<file path="config.mk">
export PLATFORM = sky130hd
export DESIGN_NAME = digit_scan_display
export DESIGN_NICKNAME = d
export VERILOG_FILES = /design/src/rtl/digit_scan_display_pkg.sv /design/src/rtl/digit_scan_display_hex_to_7seg.sv /design/src/rtl/digit_scan_display.sv
export SDC_FILE = /design/constraint.sdc
export NUM_CORES = 1
export LEC_CHECK = 0
export CORE_MARGIN = 1.5
export CORE_UTILIZATION = 38
export DETAILED_ROUTE_END_ITERATION = 10
export GPL_ROUTABILITY_DRIVEN = 0
export SYNTH_ARGS = -nofsm -noshare
export SYNTH_HDL_FRONTEND = slang
export SYNTH_SLANG_ARGS = --single-unit
</file>
<file path="constraint.sdc">
create_clock -name clk -period 2.6 [get_ports clk]
set_input_delay 0.78 -clock clk [delete_from_list [all_inputs] [get_ports clk]]
set_output_delay 0.78 -clock clk [all_outputs]
set_load 0.02 [all_outputs]
</file>
<file path="src/rtl/digit_scan_display_pkg.sv">
// Shared types and active-low seven-segment codes ({g,f,e,d,c,b,a}) for the
// digit scan display.
package digit_scan_display_pkg;

   typedef logic [3:0] digit_t;
   typedef logic [6:0] seg_t;

   localparam seg_t SEG_BLANK = 7'h7F;

   localparam seg_t SEG_0 = 7'b1000000;
   localparam seg_t SEG_1 = 7'b1111001;
   localparam seg_t SEG_2 = 7'b0100100;
   localparam seg_t SEG_3 = 7'b0110000;
   localparam seg_t SEG_4 = 7'b0011001;
   localparam seg_t SEG_5 = 7'b0010010;
   localparam seg_t SEG_6 = 7'b0000010;
   localparam seg_t SEG_7 = 7'b1111000;
   localparam seg_t SEG_8 = 7'b0000000;
   localparam seg_t SEG_9 = 7'b0010000;
   localparam seg_t SEG_A = 7'b0001000;
   localparam seg_t SEG_B = 7'b0000011;
   localparam seg_t SEG_C = 7'b1000110;
   localparam seg_t SEG_D = 7'b0100001;
   localparam seg_t SEG_E = 7'b0000110;
   localparam seg_t SEG_F = 7'b0001110;

endpackage

</file>
<file path="src/rtl/digit_scan_display_hex_to_7seg.sv">
// Combinational hex digit to active-low seven-segment decoder.
module hex_to_7seg
   import digit_scan_display_pkg::*;
(
   input  digit_t digit,
   output seg_t   seg
);

   always_comb begin
      // NOTE: a default before the case keeps this purely combinational;
      // any path that skipped an assignment would otherwise infer a latch.
      seg = SEG_BLANK;
      case (digit)
         4'h0: seg = SEG_0;
         4'h1: seg = SEG_1;
         4'h2: seg = SEG_2;
         4'h3: seg = SEG_3;
         4'h4: seg = SEG_4;
         4'h5: seg = SEG_5;
         4'h6: seg = SEG_6;
         4'h7: seg = SEG_7;
         4'h8: seg = SEG_8;
         4'h9: seg = SEG_9;
         4'hA: seg = SEG_A;
         4'hB: seg = SEG_B;
         4'hC: seg = SEG_C;
         4'hD: seg = SEG_D;
         4'hE: seg = SEG_E;
         4'hF: seg = SEG_F;
      endcase
   end

endmodule

</file>
<file path="src/rtl/digit_scan_display.sv">
// Buffers the last NUM_DIGITS strobed digits, scans them onto a common-anode
// seven-segment display and flags when the buffer equals PATTERN.
module digit_scan_display
   import digit_scan_display_pkg::*;
#(
   parameter int unsigned               NUM_DIGITS = 6,
   parameter int unsigned               SCAN_DIV   = 4,
   parameter logic [NUM_DIGITS*4-1:0]   PATTERN    = 24'h921212
) (
   input  logic                  clk,
   input  logic                  reset,
   input  logic [3:0]            digit_in,
   input  logic                  digit_valid,
   input  logic                  clear,
   output logic [NUM_DIGITS-1:0] an,
   output logic [6:0]            seg,
   output logic                  match
);

   localparam int unsigned FC_W = $clog2(NUM_DIGITS + 1);
   localparam int unsigned SI_W = $clog2(NUM_DIGITS);
   localparam int unsigned PS_W = (SCAN_DIV > 1) ? $clog2(SCAN_DIV) : 1;

   localparam logic [FC_W-1:0]       FILL_FULL = FC_W'(NUM_DIGITS);
   localparam logic [SI_W-1:0]       SI_LAST   = SI_W'(NUM_DIGITS - 1);
   localparam logic [PS_W-1:0]       PS_LAST   = PS_W'(SCAN_DIV - 1);
   localparam logic [NUM_DIGITS-1:0] AN_ONE    = {{(NUM_DIGITS-1){1'b0}}, 1'b1};

   digit_t                  digit_buf_q [NUM_DIGITS];
   digit_t                  digit_buf_d [NUM_DIGITS];
   logic [FC_W-1:0]         fill_cnt_q, fill_cnt_d;
   logic                    match_q, match_d;
   logic [NUM_DIGITS*4-1:0] packed_d;

   logic [SI_W-1:0]         scan_idx_q, scan_idx_d;
   logic [PS_W-1:0]         prescale_q, prescale_d;
   logic [NUM_DIGITS-1:0]   an_q, an_d;
   seg_t                    seg_q, seg_d;

   digit_t                  scan_digit;
   seg_t                    scan_seg;

   // Capture path: clear has priority and drops a coincident digit.
   always_comb begin
      digit_buf_d = digit_buf_q;
      fill_cnt_d  = fill_cnt_q;
      match_d     = match_q;
      packed_d    = '0;
      if (clear) begin
         for (int i = 0; i < NUM_DIGITS; i++) digit_buf_d[i] = '0;
         fill_cnt_d = '0;
         match_d    = 1'b0;
      end else if (digit_valid) begin
         digit_buf_d[0] = digit_in;
         for (int i = 1; i < NUM_DIGITS; i++) digit_buf_d[i] = digit_buf_q[i-1];
         if (fill_cnt_q != FILL_FULL) fill_cnt_d = fill_cnt_q + FC_W'(1);
         // Oldest digit lands in the most significant nibble.
         for (int i = 0; i < NUM_DIGITS; i++) packed_d[i*4 +: 4] = digit_buf_d[i];
         match_d = (fill_cnt_d == FILL_FULL) && (packed_d == PATTERN);
      end
   end

   // Scan path: free-running, independent of capture and clear.
   always_comb begin
      prescale_d = prescale_q + PS_W'(1);
      scan_idx_d = scan_idx_q;
      if (prescale_q == PS_LAST) begin
         prescale_d = '0;
         scan_idx_d = (scan_idx_q == SI_LAST) ? '0 : scan_idx_q + SI_W'(1);
      end
      scan_digit = digit_buf_q[scan_idx_q];
      an_d       = ~(AN_ONE << scan_idx_q);
      seg_d      = (32'(scan_idx_q) >= 32'(fill_cnt_q)) ? SEG_BLANK : scan_seg;
   end

   hex_to_7seg u_hex_to_7seg (
      .digit (scan_digit),
      .seg   (scan_seg)
   );

   // NOTE: state is updated with non-blocking assignments so every flop samples
   // the pre-edge values, independent of statement order.
   always_ff @(posedge clk or negedge reset) begin
      if (!reset) begin
         // NOTE: the digit buffer is tiny and must read as empty after reset, so
         // it is reset like the rest of the state rather than left undefined.
         for (int i = 0; i < NUM_DIGITS; i++) digit_buf_q[i] <= '0;
         fill_cnt_q <= '0;
         match_q    <= 1'b0;
         scan_idx_q <= '0;
         prescale_q <= '0;
         an_q       <= '1;
         seg_q      <= SEG_BLANK;
      end else begin
         for (int i = 0; i < NUM_DIGITS; i++) digit_buf_q[i] <= digit_buf_d[i];
         fill_cnt_q <= fill_cnt_d;
         match_q    <= match_d;
         scan_idx_q <= scan_idx_d;
         prescale_q <= prescale_d;
         an_q       <= an_d;
         seg_q      <= seg_d;
      end
   end

   assign an    = an_q;
   assign seg   = seg_q;
   assign match = match_q;

endmodule
</file>
* After elaboration in Yosys (flattened, before gate mapping) *
Memories as Yosys holds them, arrays and structs flattened.
Index checks and enable logic that the tools add are counted.

word-level totals
  input port bits = 8
  memories = 1
  bits in read-only memories = 112
  logic and storage cells = 43
  bits in registers = 46
  output and inout bits = 14

memory list
  name             depth  width  read ports  clocked after memory_dff  wr ports  line                                  source
  (no name shown)  16     7      1           0                         0         digit_scan_display_hex_to_7seg.sv:13  case (digit)

operators by class
  bitwise operators = 2
  shift-type cells = 1
  $add $sub $neg = 3
  reduce and logical (&&, ||, !) cells = 2
  mux-type cells = 15
  $lt $le $gt $ge = 2
  equal/unequal tests = 5

operator list
  operator                                         number
  2-to-1 mux 24 bit                                2
  == test 24 bit, second input constant            1
  2-to-1 mux 3 bit                                 6
  binary-select mux 4 bit (select 3 bit)           1
  2-to-1 mux 4 bit                                 2
  2-to-1 mux 7 bit                                 1
  adder 3 x 1 -> 3 bit, second input constant      2
  == test 3 bit, second input constant             2
  NOT 6 bit                                        1
  << shifter 1 x 3 -> 6 bit, first input constant  1
  >= comparator 4 bit, second input constant       1
  NOT 3 -> 4 bit                                   1
  >= comparator 3 bit                              1
  inequality test 3 bit, second input constant     1
  adder 2 x 1 -> 2 bit, second input constant      1
  == test 2 bit, second input constant             1
  2-to-1 mux 1 bit                                 2
  2-to-1 mux 2 bit                                 1
  nonzero test 2 bit                               1
  logical AND 1 bit                                1

* Logic depth before layout (Yosys ltp) *
  depth in word-level cells = 8
  mapped depth = 11
  mapped depth without buffers = 9

* Cells and area by module *
A second synthesis with hierarchy kept.

second synthesis, totals
  cells, all modules = 219
  area, all modules = 2457.4 um2

modules (own cells, without submodules)
  module              instances  area each (um2)  cells each  seq. area each (um2)
  digit_scan_display  1          2182.1           187         1167.4
  hex_to_7seg         1          275.3            32          0.0

* Least setup slack after synthesis *
No wires, ideal clock.

  kind = register to register
  from = reg scan_idx_q[0]
  to = reg seg_q[3], in the netlist seg[3]
  data arrival time = 2.364 ns
  required time = 2.503 ns
  library setup time = 0.097 ns
  clock period less this slack = 2.461 ns
  buffers on the path = 2
  path slack = 0.139 ns
  stages on the path, launching flop included = 12
  cell sequence = dfrtp_1 buf_4 buf_4 mux2i_1 nor2_1 nor3_2 ha_1 nand2b_1 a221oi_1 a2111o_1 a311oi_1 o21ai_1

between the ends
  cells in the longest elaborated chain, start to end = 6
  elaborated cells between the ends (all ways) = 7
  those cells by class = 1 x order compare; 4 x mux; 1 x bitwise; 1 x memory

RTL lines
  item                                                  line                       source
  start: declaration                                    digit_scan_display.sv:35   logic [SI_W-1:0] scan_idx_q, scan_idx_d;
  start signal: assignment                              digit_scan_display.sv:98   scan_idx_q <= scan_idx_d;
  NOT 3 -> 4 bit (not written as such)                  digit_scan_display.sv:71   scan_digit = digit_buf_q[scan_idx_q];
  binary-select mux 4 bit (select 3 bit)                digit_scan_display.sv:71
  2-to-1 mux 4 bit (not written as such) (2 in series)  digit_scan_display.sv:71
  memory (16 x 7 bit)                                   -
  2-to-1 mux 7 bit (*)                                  digit_scan_display.sv:73   seg_d = (32'(scan_idx_q) >= 32'(fill_cnt_q)) ? SEG_BLANK : scan_seg;
  net seg_d[3]                                          digit_scan_display.sv:38   seg_t seg_q, seg_d;
  end signal: assignment                                digit_scan_display.sv:101  seg_q <= seg_d;
  end: declaration                                      digit_scan_display.sv:38

Mark *: on every way through the listed nets, which the timed path passes. The rest lies on a longest branch. The select of a mux whose other input is x is not followed.
A chain may end at the register's enable or synchronous reset.

* Worst setup path after layout *
  from = reg scan_idx_q[1]
  to = reg seg_q[3], in the netlist seg[3]

The elaborated chain is that of the path after synthesis.

==> impl_metrics.json <==
{
  "setup_viol": 0,
  "dpl.hpwl_um": 3490,
  "setup_ws_ns": 0.208,
  "cts_made_buffers": 5,
  "relSlewSlack_pct": 59.3,
  "drc": 0,
  "synth_mux_area_share_pct": 16.9,
  "layout_min_cycle_time_ns": 2.39,
  "wl_met3_um": 199,
  "required_ns": 2.82,
  "dpl_worst_slack_ns": 0.227,
  "critical_path.max_fanout": 9,
  "grt_pass1_vias": 1698,
  "worstHoldPathCells": 1,
  "yosys_warnings": 0,
  "synth_top_cell_by_area": "dfrtp_1",
  "io_buffers": 21,
  "synth-seq-cells": 46,
  "drt_iter0_drc": 78,
  "multi_input_area_sq_um": 1210,
  "ant_nets": 0,
  "synth_compound_area_share_pct": 7.41,
  "htreeDepth": 2,
  "grt_max_degree": 30,
  "yosys_most_used_dff": "dfrtp_1",
  "diodes": 0,
  "stdcell_count": 338,
  "dieArea_sq_um": 6980,
  "finalMaxSlewViolations": 0,
  "die_h_um": 83.5,
  "hp-class": "flip-flop to flip-flop",
  "syn_area_sq_um": 2460,
  "p_per_area_nw_per_um2": 493,
  "highest_layer": "met4",
  "synth_edf_count": 0,
  "overflow": 0,
  "power_leakage_nw": 1.28,
  "rsz0062_at_grt": "no",
  "grt_pass1_wl_um": 8580,
  "via_per_inst": 5.17,
  "wl_um": 4890,
  "async_flop_share_pct": 100,
  "synth_top_family_by_area": "simple AND/OR/NAND/NOR gates",
  "areaGrowthSynthToFinish_pct": 16.5,
  "fin_total_pwr_w": 0.00141,
  "synth_cell_types": 44,
  "vdd_drop_max_mv": 0.292,
  "postCtsHoldBufs": 0,
  "finClkSkew_ns": 0.00934,
  "fin_tns_setup_ns": 0,
  "critPathLaunchType": "flip-flop",
  "track_usage_pct": 15.3,
  "core_area_sq_um": 6310,
  "post-route-period-util_pct": 92.0,
  "clock_latency_ns": 0.31,
  "via_count": 1749,
  "cts_tree": "yes",
  "layout-drive-gt1-share_pct": 13.0,
  "ios": 22,
  "final_nets": 281,
  "reg2reg_depth": 9,
  "rows": 29,
  "synth_area_leaders": "dfrtp_1 (34%), mux2i_1 (16%), dfstp_2 (14%), ha_1 (6.6%), nor2_1 (6.1%)",
  "synth_area_per_cell_sq_um": 10.6,
  "seq_area_sq_um": 1170,
  "cp.arrival_ns": 2.62,
  "yosysMostFrequentCell": "nor2_1",
  "start_util_pct": 39.0,
  "synth_top_area_share_pct": 33.5,
  "yosys.area_share.adder_pct": 6.60,
  "final.fill_count": 637,
  "dr_wl_met2_um": 2160,
  "wl_met1_um": 2480,
  "antenna_found_initial": 0,
  "worstMarginPinSlew_ns": 0.611,
  "cts.sinks": 46,
  "seq_area_frac_synth_pct": 47.4,
  "synthXorXnorAreaFrac_pct": 0.711,
  "fp.dieW_um": 83.5,
  "crit_path_end_kind": "flip-flop",
  "hold_viol": 0,
  "firstDrtPassIters": 4,
  "cts_resized": 0,
  "synthTopCellsByCount": "nor2_1 (40), mux2i_1 (39), dfrtp_1 (33)",
  "status": "completed",
  "synth_nets": 254,
  "cts_setup_buffers": 0,
  "hold_ws_ns": 0.437,
  "setup.worst_path.class": "flip-flop to flip-flop",
  "routedWlPerCell_um": 14.5,
  "clk_pin_slew_ns": 0.08,
  "placedCellCount": 330,
  "cts.path.max_buffers": 2,
  "synthCells": 233,
  "fmax_mhz": 418,
  "synth-simple-area-share_pct": 17.7,
  "root_buffer": "clkbuf_8",
  "maxCapViolations": 0
}
[logic make-up (layout without fill, tap and decap cells)]
| family | Yosys count | after routing |
|---|---|---|
| AO/OA/AOI/OAI | 24 | 24 |
| XOR/XNOR | 2 | 2 |
| adder cells (fa/ha/maj) | 13 | 13 |
| buffers and inverters | 19 | 47 |
| flip-flops | 46 | 46 |
| multiplexers | 41 | 41 |
| AND/OR/NAND/NOR | 88 | 88 |
[metal layers]
metal,GRT usage (%),vias to the layer above
li1,-,869
met2,23.1,37
met5,0,-
met4,3.87,0
met1,22.0,836
met3,4.15,7
[registers in the layout (all words and copies together) (netlist names)]
name         cells
an               6
seg              7
digit_buf_q     24
scan_idx_q       3
match            1
fill_cnt_q       3
prescale_q       2
[layout by cell type (no fill, tap or decap), types with 2 or more instances in the layout]
cell type        count
nor2_1              40
mux2i_1             39
dfrtp_1             33
clkdlybuf4s50_1     20
nand2_1             14
ha_1                13
dfstp_2             13
inv_1                9
buf_4                9
nand2b_1             7
nor2b_1              5
clkbuf_8             5
o221ai_1             4
nor4b_1              4
a21oi_1              3
nand3_1              3
a211oi_1             3
nor3_2               2
and2_0               2
a221oi_1             2
and3_1               2
o31ai_1              2
nor3_1               2
nor4bb_1             2
clkbuf_1             2
[power breakdown]
| part | leakage (nW) | switching, W | internal [W] | total, W |
|---|---|---|---|---|
| clock | 0.0385 | 0.000249 | 0.000191 | 0.000440 |
| sequential | 0.588 | 0.0000172 | 0.000751 | 0.000768 |
| combinational | 0.655 | 0.000112 | 0.0000947 | 0.000206 |
[area by class of cell]
| cell class | count | share of cell area (%) |
|---|---|---|
| Timing Repair Buffer | 30 | 9.51 |
| Inverter | 9 | 1.18 |
| Tap cell | 77 | 3.36 |
| Clock buffer | 7 | 2.66 |
| Sequential cell | 46 | 40.7 |
| Clock inverter | 1 | 0.262 |
| Multi-Input combinational cell | 168 | 42.3 |
[worst paths after layout]
kind / start / to / slack (ns)
min: prescale_q[0] / prescale_q[0] / 0.44
min in group asynchronous: reset / digit_buf_q[5] / 0.47
min reg2reg: prescale_q[0] / prescale_q[0] / 0.44
max: scan_idx_q[1] / seg[3] / 0.21
max reg2reg: scan_idx_q[1] / seg[3] / 0.21
max in group asynchronous: reset / seg[5] / 1.44
[worst max-delay path, cell delays in order, from the launching register on]
cell and delay (ns):
dfrtp_1 0.47, or2_1 0.33, nor2_1 0.16, nor3_2 0.06, ha_1 0.33, nand2b_1 0.12, a221oi_1 0.08, a2111o_1 0.38
a311oi_1 0.27, o21ai_1 0.12
[through the flow]
step	utilization, %	area (sq um)
final	45.4	2870
after global routing	45.4	2870
after CTS	45.4	2870
after detailed placement	44.1	2790
after global placement	44.1	2790
after floorplan	-	2460
Power figures use the tool's default switching activity.
